[src/rtl/deal_sequencer.sv]
// Opening-hand dealer: requests DEAL_COUNT cards one at a time, strobes each into
// the player (even index) or dealer (odd index) hand, with a timer wait between cards.
module deal_sequencer #(
    parameter int DEAL_COUNT = 4,
    parameter int CARD_W     = 4
) (
    input  logic              clk_50M,
    input  logic              i_Reset,
    input  logic              i_Start,
    output logic              o_DrawReq,
    input  logic              i_CardValid,
    input  logic [CARD_W-1:0] i_Card,
    output logic              o_TimerReq,
    input  logic              i_TimerDone,
    output logic [CARD_W-1:0] o_Card,
    output logic              o_PlayerLoad,
    output logic              o_DealerLoad,
    output logic              o_Busy,
    output logic              o_Done
);

    localparam logic [2:0] IDLE       = 3'd0;
    localparam logic [2:0] DRAW       = 3'd1;
    localparam logic [2:0] WAIT_CARD  = 3'd2;
    localparam logic [2:0] LOAD       = 3'd3;
    localparam logic [2:0] WAIT_TIMER = 3'd4;
    localparam logic [2:0] DONE       = 3'd5;

    // Index of the final card; the deal ends after the load at this index.
    localparam logic [3:0] LAST_IDX = 4'(DEAL_COUNT - 1);

    logic [2:0]        state_reg, state_next;
    logic [3:0]        idx_reg, idx_next;
    logic [CARD_W-1:0] card_reg, card_next;
    logic              timer_armed_reg, timer_armed_next;

    always_comb begin
        state_next       = state_reg;
        idx_next         = idx_reg;
        card_next        = card_reg;
        timer_armed_next = 1'b0;
        case (state_reg)
            IDLE: begin
                if (i_Start) begin
                    state_next = DRAW;
                    idx_next   = 4'd0;
                end
            end
            DRAW: begin
                state_next = WAIT_CARD;
            end
            WAIT_CARD: begin
                if (i_CardValid) begin
                    card_next  = i_Card;
                    state_next = LOAD;
                end
            end
            LOAD: begin
                idx_next   = idx_reg + 4'd1;
                state_next = (idx_reg == LAST_IDX) ? DONE : WAIT_TIMER;
            end
            WAIT_TIMER: begin
                // Done is only honoured once the timer has seen our request for a
                // full cycle, so a done level left over from the previous wait is ignored.
                timer_armed_next = 1'b1;
                if (timer_armed_reg && i_TimerDone) begin
                    state_next = DRAW;
                end
            end
            DONE: begin
                state_next = IDLE;
            end
            default: begin
                state_next = IDLE;
            end
        endcase
    end

    always_ff @(posedge clk_50M) begin
        if (!i_Reset) begin
            state_reg       <= IDLE;
            idx_reg         <= 4'd0;
            card_reg        <= '0;
            timer_armed_reg <= 1'b0;
        end else begin
            state_reg       <= state_next;
            idx_reg         <= idx_next;
            card_reg        <= card_next;
            timer_armed_reg <= timer_armed_next;
        end
    end

    // Every output is a decode of registered state, never of an input.
    assign o_DrawReq    = (state_reg == DRAW);
    assign o_TimerReq   = (state_reg == WAIT_TIMER);
    assign o_PlayerLoad = (state_reg == LOAD) && !idx_reg[0];
    assign o_DealerLoad = (state_reg == LOAD) &&  idx_reg[0];
    assign o_Busy       = (state_reg != IDLE);
    assign o_Done       = (state_reg == DONE);
    assign o_Card       = card_reg;

endmodule

[config.mk]
export PLATFORM = sky130hd
export DESIGN_NAME = deal_sequencer
export DESIGN_NICKNAME = d
export VERILOG_FILES = /design/src/rtl/deal_sequencer.sv
export SDC_FILE = /design/constraint.sdc
export NUM_CORES = 1
export LEC_CHECK = 0
export CAP_MARGIN = 20
export CORE_UTILIZATION = 39
export DETAILED_ROUTE_END_ITERATION = 8
export MAX_ROUTING_LAYER = met4
export PLACE_DENSITY = 0.71
export SYNTH_ARGS = -nofsm -noshare
export SYNTH_HDL_FRONTEND = slang
export SYNTH_SLANG_ARGS = --single-unit
[constraint.sdc]
create_clock -name clk_50M -period 1.1 [get_ports clk_50M]
set_input_delay 0.165 -clock clk_50M [delete_from_list [all_inputs] [get_ports clk_50M]]
set_output_delay 0.165 -clock clk_50M [all_outputs]
set_load 0.005 [all_outputs]
==> results.toml <==
[final_layout]
antenna_cells = 0
fin_area_um2 = 983
syn_to_final_growth_pct = 59.4
drive_above_1_share = 0.408
fill_cells = 109
multi_input_area_um2 = 367
layout.area.seq_um2 = 253
final_util = 0.711
nNetsFinal = 109

[min_path]
min_from = "state_reg[2]"
min_to = "state_reg[1]"
hp-class = "reg2reg"
whs_path_depth = 1

[clock_network]
root_buffer = "clkbuf_4"
hold_buffers = 0
cts_tree = "built"
clk_latency_ps = 270
numCtsBuffers = 3
clk_pin_slew_ps = 70
cts_htree_levels = 1
cts_buffer_depth = 2
numClockSinks = 12

[setup_path]
cp.arrival_ps = 1200
crit_fanout = 4
crit_type = "reg2out"
critPathSlowestCell = "dfxtp_4"
reg2reg_depth = 5
critPathBufInv = 2
path_cells = "buf_6 > or3_4 > buf_6"
r2r_end = "idx_reg[1]"
crit_path_end_kind = "primary output"
crit_required_ps = 940
reg2reg_from = "state_reg[1]"
startpoint_type = "flop"
max_stage_delay_ps = 360
path_common_cell = "buf_6"
path_delay_family = "flip-flops"
reg2reg_slack_ps = -230

[power]
p_leak_uw = 0.000428
power_density_mw_per_mm2 = 1950
ir_drop_uv = 1130

[routing]
vias = 576
wl_per_cell_um = 12.7
first_iter_violations = 2
finalWirelength_um = 1440
antenna_left = 0
drc_errors = 0
vias_per_cell = 5.10
drt_pass1_iterations = 2

[synthesis]
synth_area_um2 = 617
synth_cells = 64
yosys-top-cells-area = "dfxtp_1 (39%), mux2i_1 (8.1%), nor2b_1 (5.1%), buf_6 (3.7%), nor2_1 (3.7%)"
ys.flop_type = "dfxtp_1"
yosysWarnings = 0
syn_area_per_cell_um2 = 9.64
yosys.area.top_type = "dfxtp_1"
synth_edf_count = 0
netlist_top_cells_count = "dfxtp_1 (12), nor2_1 (6), mux2i_1 (5), nor2b_1 (5), nand2_1 (4)"
ys_seq_area_frac = 0.389
ys_seq_elements = 12
synthDominantCellAreaShare = 0.389
synth_nets = 74
async_flop_share = 0
synth_cell_types = 31
synth_most_common_cell = "dfxtp_1"

[sta]
drv_slew = 0
final.setup.tns_ps = -2610
fmax_ghz = 0.731
worst_slack_ps = -268
tightest_slew_ps = 285
min_period_ps = 1370
period_share = 1.24
hold_viol = 0
rsz0062_at_grt = "true"
relSlewSlack = 0.808
setup_violations = 15
fin_worst_skew_ps = 1.79
timing.hold.ws_ps = 477

[floorplan]
coreArea_mm2 = 0.00138
initial_core_util = 0.446
pin_count = 19
die_width_um = 41.8
dieHeight_um = 41.8
dieArea_mm2 = 0.00174
rows = 13

[placement]
postPlaceCellArea_um2 = 885
place.gp.congestion = 0.783
port_buffers = 18
dp_slack_ps = -345
hpwl_um = 964

[grt]
grt_antenna_before_repair = 0
grt_max_degree = 10
grt_util_all_layers = 0.190
grt_pass1_wl_um = 2440
overflow = 0
grt_pass1_vias = 563

[flow_run]
max-cap-violations = 0

[run_status]
status = "finished with violations"
violations = "negative setup slack"
-- layout make-up --
| cell class | count | share of cell area |
|---|---|---|
| Clock buffer | 4 | 0.0369 |
| Inverter | 3 | 0.0115 |
| Multi-Input combinational cell | 44 | 0.373 |
| Sequential cell | 12 | 0.257 |
| Tap cell | 15 | 0.0191 |
| Timing Repair Buffer | 35 | 0.303 |
-- layout by cell type (no fill, tap or decap), drive strengths merged --
| cell type | n |
|---|---|
| a21oi | 1 |
| and4bb | 1 |
| dfxtp | 12 |
| o21ai | 1 |
| a221oi | 1 |
| nor2b | 5 |
| clkbuf | 4 |
| ha | 1 |
| and2 | 1 |
| clkdlybuf4s50 | 8 |
| nand3b | 1 |
| nor3 | 1 |
| xor2 | 1 |
| o22ai | 1 |
| or3 | 1 |
| nand4b | 1 |
| a21boi | 1 |
| dlygate4sd2 | 5 |
| o211ai | 1 |
| xnor2 | 2 |
| mux2i | 5 |
| nand2b | 1 |
| nand2 | 4 |
| nor4bb | 1 |
| buf | 22 |
| inv | 3 |
| nor2 | 6 |
| nand3 | 1 |
| nor3b | 3 |
| and3b | 1 |
| o221a | 1 |
-- how the worst max path moves through the flow --
stage,to,slack (ps),cells past startpoint,from
2_1_floorplan,idx_reg[1],-90,4,state_reg[0]
3_3_place_gp,o_TimerReq,-390,2,state_reg[2]
3_5_place_dp,o_TimerReq,-350,2,state_reg[2]
4_1_cts,o_Busy,-280,3,state_reg[1]
5_1_grt,o_Busy,-300,3,state_reg[1]
6_report,o_Busy,-270,3,state_reg[1]
-- routing by layer --
| layer | track usage | up-vias | wire length, um |
|---|---|---|---|
| met3 | 0.0652 | 2 | 42 |
| met2 | 0.319 | 7 | 741 |
| met1 | 0.204 | 278 | 645 |
| met4 | 0.0774 | 0 | 6 |
| met5 | - | - | 0 |
| li1 | - | 289 | - |
-- power by group --
part	switching, uW	internal [uW]	total (uW)
Sequential	70.2	518	589
Combinational	359	618	977
Clock	149	201	350
Total	578	1340	1920
-- worst register-to-register path, delay by kind of cell (launching register included) --
kind / cells / cell delay [ps]
buf+inv: 2 / 280
compound gates: 2 / 260
flops: 1 / 360
simple gates: 1 / 330
-- kinds of logic (layout without fill, tap and decap cells) --
logic type / after synthesis / count (layout) / share of synthesized area
muxes: 5 / 5 / 0.0811
DFF: 12 / 12 / 0.389
and+or+nand+nor: 28 / 28 / 0.280
buffers and inverters: 8 / 42 / 0.0771
xor gates and xnor gates: 3 / 3 / 0.0426
AOI/OAI and AO/OA: 7 / 7 / 0.110
adders and majority gates: 1 / 1 / 0.0203
-- through the flow --
| step | power (uW) | instances |
|---|---|---|
| 2_1_floorplan | 1000 | 64 |
| 3_3_place_gp | 1360 | 106 |
| 3_5_place_dp | 1370 | 106 |
| 4_1_cts | 1900 | 113 |
| 5_1_grt | 2030 | 113 |
| 6_report | 1920 | 113 |
-- timing repair --
action | CTS | global route
hold endpoints to repair | 0 | 0
setup endpoints to repair | 20 | 15
pin swaps | 6 | 5
setup buffers | 3 | 0
resized for setup | 43 | 2
Power figures use the tool's default switching activity.
